--- src/rtl/instr_queue.sv ---
// instr_queue: decode-side FIFO of instruction/PC pairs between fetch and decode.
// Absorbs decode stalls and discards everything on a branch redirect.
module instr_queue #(
  parameter int DEPTH = 4,
  parameter int XLEN  = 32
) (
  input  logic                     clk,
  input  logic                     reset,
  input  logic                     flush,
  input  logic [XLEN-1:0]          instr_in,
  input  logic [XLEN-1:0]          pc_in,
  input  logic                     valid_in,
  output logic                     ready_out,
  output logic [XLEN-1:0]          instr_out,
  output logic [XLEN-1:0]          pc_out,
  output logic                     valid_out,
  input  logic                     ready_in,
  output logic [$clog2(DEPTH):0]   count
);

  localparam int AW = $clog2(DEPTH);
  localparam int CW = AW + 1;
  localparam logic [CW-1:0] FULL = CW'(DEPTH);

  typedef struct packed {
    logic [XLEN-1:0] instr;
    logic [XLEN-1:0] pc;
  } entry_t;

  entry_t          mem [DEPTH];
  entry_t          head;
  logic [AW-1:0]   rd_ptr, wr_ptr;
  logic            push, pop;

  // Handshakes depend only on registered occupancy, so a full queue never
  // accepts in the same cycle decode drains it (no ready_in -> ready_out path).
  assign ready_out = (count != FULL);
  assign valid_out = (count != '0);
  assign push      = valid_in && ready_out;
  assign pop       = valid_out && ready_in;

  assign head      = mem[rd_ptr];
  assign instr_out = valid_out ? head.instr : '0;
  assign pc_out    = valid_out ? head.pc    : '0;

  // Pointer and occupancy update; reset beats flush beats push/pop.
  always_ff @(posedge clk) begin
    if (!reset) begin
      rd_ptr <= '0;
      wr_ptr <= '0;
      count  <= '0;
    end else if (flush) begin
      rd_ptr <= '0;
      wr_ptr <= '0;
      count  <= '0;
    end else begin
      if (push) wr_ptr <= wr_ptr + 1'b1;
      if (pop)  rd_ptr <= rd_ptr + 1'b1;
      case ({push, pop})
        2'b10:   count <= count + 1'b1;
        2'b01:   count <= count - 1'b1;
        default: count <= count;
      endcase
    end
  end

  // Entry storage; not cleared, occupancy alone decides what is live.
  always_ff @(posedge clk) begin
    if (reset && !flush && push) mem[wr_ptr] <= '{instr: instr_in, pc: pc_in};
  end

endmodule

--- config.mk ---
export PLATFORM = sky130hd
export DESIGN_NAME = instr_queue
export DESIGN_NICKNAME = d
export VERILOG_FILES = /design/src/rtl/instr_queue.sv
export SDC_FILE = /design/constraint.sdc
export NUM_CORES = 1
export LEC_CHECK = 0
export CAP_MARGIN = 20
export CORE_ASPECT_RATIO = 1.2
export CORE_UTILIZATION = 30
export DETAILED_ROUTE_END_ITERATION = 16
export GPL_TIMING_DRIVEN = 0
export HOLD_SLACK_MARGIN = 0.06
export PLACE_DENSITY = 0.53
export SYNTH_ARGS = -nofsm -noshare
export SYNTH_HDL_FRONTEND = slang
export SYNTH_SLANG_ARGS = --single-unit
--- constraint.sdc ---
create_clock -name clk -period 3.2 [get_ports clk]
set_input_delay 0.64 -clock clk [delete_from_list [all_inputs] [get_ports clk]]
set_output_delay 0.64 -clock clk [all_outputs]
set_load 0.02 [all_outputs]
### Yosys cells after proc, flatten, opt, wreduce, memory -nomap -nowiden

Memories as Yosys holds them, arrays and structs flattened. A register that Yosys moved wholly into a read port is not among the register bits.
Index checks and enable logic that the tools add are counted.

| word-level totals | value |
|---|---|
| bits in registers | 7 |
| RAM bits | 256 |
| bits of input ports | 69 |
| output and inout bits | 69 |
| word-level logic and storage cells | 27 |
| memories | 1 |

| operators by class | value |
|---|---|
| $add $sub $neg | 4 |
| equal/unequal tests | 3 |
| multiplexer cells | 7 |
| bitwise logic cells | 1 |
| reductions and logical operators | 8 |

Memory list:

| name | depth | width | read ports | clocked after memory_dff | write ports | line | RTL |
|---|---|---|---|---|---|---|---|
| mem | 4 | 64 | 1 | 1 | 1 | 30 | `entry_t mem [DEPTH];` |

Operator list:

| operator | count |
|---|---|
| $mux W32 | 2 |
| $pmux W3 S2 | 1 |
| $add A2 B1 Y2 const B | 2 |
| $logic_and A1 B1 Y1 | 4 |
| $mux W2 | 2 |
| $add A3 B1 Y3 const B | 1 |
| $ne A3 B3 Y1 const B | 1 |
| $reduce_bool A3 Y1 | 1 |
| $sub A3 B1 Y3 const B | 1 |
| $eq A2 B1 Y1 const B | 1 |
| $eq A2 B2 Y1 const B | 1 |
| $mux W1 | 2 |
| $reduce_bool A2 Y1 | 1 |
| $reduce_or A2 Y1 | 1 |
| $logic_not A1 Y1 | 1 |
| $not A1 Y1 | 1 |

### Depth between registers and ports, before layout

Gate-level depths: netlist of the first run.

| logic depth | value |
|---|---|
| depth after elaboration | 5 |
| depth in mapped cells | 9 |
| gate-level depth less buffers | 9 |

### Worst setup path after synthesis of the first run

OpenSTA, ideal clock, no wires.

| timing path | value |
|---|---|
| path type | input port to flip-flop |
| start | in reset |
| end | mem mem[0][0] (netlist name), enable pin |
| library setup time | 429 ps |
| data arrival time | 2511 ps |
| data required time | 2771 ps |
| slack | 260 ps |
| stages | 2 |
| path buffers | 0 |
| path through | nor2b_1 and3_1 |

| between the ends | value |
|---|---|
| cells in the longest elaborated chain, start to end | 4 |

RTL lines:

| element | line | RTL |
|---|---|---|
| start, declared | 8 | `input logic reset,` |
| $logic_and A1 B1 Y1 (2 in a row) | 69 | `if (reset && !flush && push) mem[wr_ptr] <= '{instr: instr_in, pc: pc_in};` |
| $mux W1 | 69 |  |
| $mux W1 (not written as such) | 69 |  |
| end, declared | 30 |  |

No other way between the ends.

==> results.sh, run 1 <==
export IMPL_num_rows=73
export IMPL_synth_async_sr_flop_share_pct=0
export IMPL_clock_tree_root_cell="clkbuf_16"
export IMPL_dieHeight_um=204
export IMPL_start_util_pct=30.6
export IMPL_syn_area_per_cell_um2=22.3
export IMPL_worst_pin_slew_ns=0.502
export IMPL_route_vias_total=4854
export IMPL_synthTopCellsByArea="edfxtp_1 (75%), mux4_2 (13%), and2_1 (3.9%), dfxtp_1 (1.8%), buf_12 (1.2%)"
export IMPL_setup_tns_ns=0
export IMPL_final_cell_area_um2=13300
export IMPL_antenna_found_initial=1
export IMPL_die_x_um=170
export IMPL_finalSetupViolations=0
export IMPL_placed_cell_area_um2=12300
export IMPL_ys_ff_latch=265
export IMPL_startpoint_type="flop"
export IMPL_overflow=0
export IMPL_cts_setup_buffers=0
export IMPL_fillers=2987
export IMPL_ys_flop_type="edfxtp_1"
export IMPL_fin_crit_ns=3.08
export IMPL_seq_area_um2=7870
export IMPL_ys_seq_area_share_pct=77.0
export IMPL_whs_ns=0.528
export IMPL_fmax_mhz=324
export IMPL_drt_iter0_drc=246
export IMPL_worstPathMaxFanout=10
export IMPL_fin_skew_ns=0.0187
export IMPL_hp_class="reg -> reg"
export IMPL_relSlewSlack_pct=66.5
export IMPL_antenna_cells=0
export IMPL_synth_edf_count=256
export IMPL_drcViolationCount=0
export IMPL_path_class="reg -> out"
export IMPL_synth_nets=532
export IMPL_powerDensity_nw_per_um2=559
export IMPL_grt_pass1_wl_um=31000
export IMPL_drive_gt1_share_pct=19.7
export IMPL_grt_usage_pct=12.0
export IMPL_place_port_buffers=137
export IMPL_coreArea_um2=33300
export IMPL_final_hold_viol_count=0
export IMPL_drt_total_wl_um=20600
export IMPL_rsz0062_at_grt="no"
export IMPL_final_nets=702
export IMPL_yosysWarnings=0
export IMPL_irDropWorstVdd_v=0.000290
export IMPL_insertion_delay_ns=0.54
export IMPL_vias_per_cell=4.43
export IMPL_finalMaxSlewViolations=0
export IMPL_firstDrtPassIters=4
export IMPL_ctsHoldBuffers=0
export IMPL_crit_required_ns=2.56
export IMPL_cts_tree="done"
export IMPL_globalplace_congestion=0.744
export IMPL_synth_distinct_cells=27
export IMPL_post_synth_top_area_fraction_pct=75.3
export IMPL_layout_area_overhead_vs_synth_pct=30.0
export IMPL_period_share_pct=96.3
export IMPL_cts_sinks=265
export IMPL_syn_area_um2=10200
export IMPL_cap_violations=0
export IMPL_htree_num_levels=1
export IMPL_syn_inst=457
export IMPL_grt_max_degree=44
export IMPL_dp_hpwl_um=12500
export IMPL_status="completed"
export IMPL_multi_input_area_um2=2150
export IMPL_cp_arrival_ns=2.44
export IMPL_p_leak_uw=0.00479
export IMPL_synth_area_leader_cell="edfxtp_1"
export IMPL_clkTransAtPathRegs_ns=0.06
export IMPL_die_area_um2=34800
export IMPL_clk_path_buf_depth=3
export IMPL_cp_end_kind="output port"
export IMPL_wl_per_cell_um=18.8
export IMPL_grt_pass1_vias=5397
export IMPL_cts_made_buffers=27
export IMPL_io_pins=138
export IMPL_ant_nets=0
per-stage QoR:
stage	util [%]	worst slack, ns	power, µW	std cells
2_1_floorplan	-	0.260	4140	457
3_3_place_gp	36.4	-1.66	4400	1044
3_5_place_dp	36.8	-0.151	4420	1048
4_1_cts	39.5	0.00104	7530	1096
5_1_grt	39.8	0.00158	7670	1096
6_report	39.8	0.118	7420	1096
registers in the layout (all words and copies together) (netlist names), named ones only:
| name | flops |
|---|---|
| count | 3 |
| mem | 256 |
| rd_ptr | 2 |
| wr_ptr | 2 |
cells by family (layout without fill, tap and decap cells):
logic type,Yosys count,in the layout,synth area share (%)
AOI/OAI and AO/OA,7,7,0.429
xor gates and xnor gates,4,4,0.343
adders and majority gates,6,6,0.809
buffers and inverters,28,217,2.14
DFF,265,265,77.0
muxes,64,64,14.3
and+or+nand+nor,83,83,4.99
layout by cell type (no fill, tap or decap), types with 5 or more instances in the layout:
cell type        count
nor2_1               6
inv_1                7
edfxtp_1           256
and2_1              64
dlygate4sd2_1        6
buf_4                5
dfxtp_1              8
clkbuf_1             8
mux4_2              60
buf_12               7
clkbuf_16           27
ha_1                 5
dlymetal6s2s_1      36
clkinv_1             5
clkdlybuf4s50_1     95
final timing paths:
check	startpoint	endpoint	slack (ns)	cells after the start
min	rd_ptr[0]$_SDFFE_PP0P_	rd_ptr[0]$_SDFFE_PP0P_	0.53	2
max	flop	instr_out[7]	0.12	5
max reg2reg	count[2]$_SDFFE_PP0P_	count[2]$_SDFFE_PP0P_	0.76	9
min reg2reg	rd_ptr[0]$_SDFFE_PP0P_	rd_ptr[0]$_SDFFE_PP0P_	0.53	2
critical path, cell delays in order, from the launching register on:
cell	delay, ns
dfxtp_1	0.35
buf_12	0.18
buf_12	0.17
mux4_2	0.50
and2_1	0.18
clkdlybuf4s50_1	0.53
where the power goes:
group          leakage, µW  total [µW]  internal (µW)  switching [µW]
Sequential         0.00239        3850           3840            11.0
Clock             0.000422        3090           1870            1220
Combinational      0.00198         476            245             231
Total              0.00479        7420           5950            1470
synthesized netlist by cell type, drive strengths merged (2+ instances only):
| cell type | n |
|---|---|
| xor2 | 4 |
| nand4 | 2 |
| nor2 | 6 |
| ha | 5 |
| or3 | 2 |
| mux4 | 64 |
| edfxtp | 256 |
| and2 | 65 |
| o31ai | 2 |
| dfxtp | 9 |
| clkbuf | 8 |
| a21oi | 2 |
| o21ai | 2 |
| buf | 13 |
| inv | 7 |
| and3 | 4 |
metal layers:
layer / vias up / GRT usage [%] / part of all wire [%]
met5: - / 0 / 0.083
met4: 2 / 4.12 / 2.3
met3: 37 / 2.38 / 4.3
met2: 111 / 21.5 / 52
met1: 2506 / 14.3 / 41
li1: 2198 / - / -
repair_timing:
action	in CTS	in global routing
setup endpoints to repair	64	44
gates resized for setup	24	38
pin swaps	0	0
final cells by class:
class                   count  share of cell area, %
multi-input cells         164                   16.2
repair buffers            141                   11.8
clock buffers              34                   5.28
flip-flops and latches    265                   59.2
plain buffers              21                   1.81
clock inverters            14                   1.28
inverters                   7                  0.198
well taps                 450                   4.24
No activity file was read; power rests on OpenSTA's default activity.
==> run 2, diff against run 1 <==
- CTS_BUF_LIST: default -> sky130_fd_sc_hd__clkbuf_4
- MAX_ROUTING_LAYER: default -> met4
==> run 2 against run 1 <==
Compared with the run above: final cell count rose by 6.2%; sequential power barely moved; routed wire length rose by 1.6%; global-route usage rose by 0.87 points; critical path depth did not move; largest cell class unchanged; largest power group unchanged.
==> results.sh, run 2 (same netlist as run 1, synthesis figures left out) <==
export IMPL_status="completed"
export IMPL_fmax_mhz=330
export IMPL_drt_iter0_drc=235
export IMPL_largest_register_ffs=256
export IMPL_rsz0062_at_grt="no"
export IMPL_largest_register="mem"
export IMPL_hp_class="reg -> reg"
export IMPL_drive_gt1_share_pct=26.9
export IMPL_ant_nets=0
export IMPL_relSlewSlack_pct=66.3
export IMPL_final_cell_mix="edfxtp_1 (256), clkbuf_4 (98), clkdlybuf4s50_1 (73)"
export IMPL_p_leak_uw=0.00449
export IMPL_place_port_buffers=137
export IMPL_globalplace_congestion=0.754
export IMPL_clk_path_buf_depth=3
export IMPL_grt_pass1_vias=5760
export IMPL_dp_cells=1048
export IMPL_route_vias_total=5090
export IMPL_cap_violations=0
export IMPL_irDropWorstVdd_v=0.000497
export IMPL_seq_area_um2=7870
export IMPL_antenna_found_initial=3
export IMPL_slowest_stage="mux4_2"
export IMPL_fin_skew_ns=0.0375
export IMPL_cts_setup_buffers=0
export IMPL_fin_crit_ns=3.03
export IMPL_largest_registers="mem: 256 flops, count: 3 flops"
export IMPL_cts_made_buffers=67
export IMPL_insertion_delay_ns=0.65
export IMPL_powerDensity_nw_per_um2=537
export IMPL_vias_per_cell=4.37
export IMPL_die_area_um2=34800
export IMPL_path_cells="buf_12 > buf_12 > mux4_2 > and2_1 > dlygate4sd2_1"
export IMPL_dieHeight_um=204
export IMPL_crit_required_ns=2.56
export IMPL_wl_per_cell_um=18.0
export IMPL_final_hold_viol_count=0
export IMPL_clock_tree_root_cell="clkbuf_4"
export IMPL_drcViolationCount=0
export IMPL_num_rows=73
export IMPL_finalSetupViolations=0
export IMPL_fillers=3077
export IMPL_cts_tree="done"
export IMPL_cpPeakStageDelay_ns=0.53
export IMPL_drt_total_wl_um=20900
export IMPL_cp_common_cell="buf_12"
export IMPL_coreArea_um2=33300
export IMPL_final_nets=742
export IMPL_worstPathMaxFanout=10
export IMPL_clkTransAtPathRegs_ns=0.06
export IMPL_cp_end_kind="output port"
export IMPL_start_util_pct=30.6
export IMPL_htree_num_levels=3
export IMPL_grt_pass1_wl_um=31700
export IMPL_overflow=0
export IMPL_layout_commonest_cell="edfxtp_1"
export IMPL_die_x_um=170
export IMPL_multi_input_area_um2=2150
export IMPL_grt_max_degree=44
export IMPL_cts_sinks=265
export IMPL_finalMaxSlewViolations=0
export IMPL_finalNonFillerCells=1164
export IMPL_grt_usage_pct=12.9
export IMPL_layout_area_overhead_vs_synth_pct=27.9
export IMPL_firstDrtPassIters=4
export IMPL_startpoint_type="flop"
export IMPL_period_share_pct=94.6
export IMPL_dp_hpwl_um=12500
export IMPL_worst_pin_slew_ns=0.506
export IMPL_setup_tns_ns=0
export IMPL_cp_arrival_ns=2.39
export IMPL_whs_ns=0.529
export IMPL_path_class="reg -> out"
export IMPL_io_pins=138
==> run 2: cell types whose count changed in the layout (fill, tap and decap cells not counted), moves of 2 or more <==
cell / change
inv_2: +2
dlygate4sd2_1: +57
clkbuf_1: -7
clkdlybuf4s50_1: -22
clkinv_1: +8
dlymetal6s2s_1: -35
diode_2: +3
clkbuf_16: -27
bufinv_16: -3
clkbuf_4: +94
==> run 2: repair_timing <==
action,in CTS,in global routing
hold buffers,0,0
pin swaps,0,0
gates resized for setup,84,1
setup endpoints to repair,64,1
==> run 2: layout make-up <==
| type | instances | area share (%) |
|---|---|---|
| plain buffers | 21 | 1.86 |
| inverters | 7 | 0.201 |
| clock inverters | 19 | 0.776 |
| repair buffers | 141 | 10.8 |
| well taps | 450 | 4.31 |
| multi-input cells | 164 | 16.4 |
| clock buffers | 94 | 5.40 |
| flip-flops and latches | 265 | 60.2 |
| diodes | 3 | 0.0574 |
==> run 2: critical path, delay by kind of cell (launching register included) <==
kind | cells | cell delay (ns)
buffers and inverters | 3 | 0.67
DFF | 1 | 0.35
muxes | 1 | 0.53
and+or+nand+nor | 1 | 0.17
==> run 2: worst paths after layout <==
path	startpoint	to	slack [ns]	cells after the start
worst max-delay path	flop	pc_out[21]	0.17	5
worst min-delay path	rd_ptr[0]$_SDFFE_PP0P_	rd_ptr[0]$_SDFFE_PP0P_	0.53	2
worst max register to register	count[2]$_SDFFE_PP0P_	count[2]$_SDFFE_PP0P_	0.77	9
worst min register to register	rd_ptr[0]$_SDFFE_PP0P_	rd_ptr[0]$_SDFFE_PP0P_	0.53	2
==> run 2: per-layer routing <==
metal	global-route usage, %	vias to the layer above	share of wire, %
met5	-	-	0
met4	5.98	0	2.4
met3	3.70	50	5.6
met2	21.6	148	52
met1	14.1	2574	40
li1	-	2318	-
==> run 2: power breakdown <==
group / leakage [µW] / switching, µW / internal [µW]
combinational: 0.00162 / 231 / 220
sequential: 0.00239 / 10.9 / 3840
clock: 0.000487 / 1280 / 1430
==> run 2: metrics by stage <==
step,cell area (µm²),setup slack [ns],util [%],power [µW]
after global routing,13100,0.0196,39.2,7330
after global placement,12100,-1.66,36.4,4400
after CTS,13100,-0.154,39.2,7160
after floorplan,10200,0.260,-,4140
final,13100,0.174,39.2,7020
after detailed placement,12300,-0.151,36.8,4420
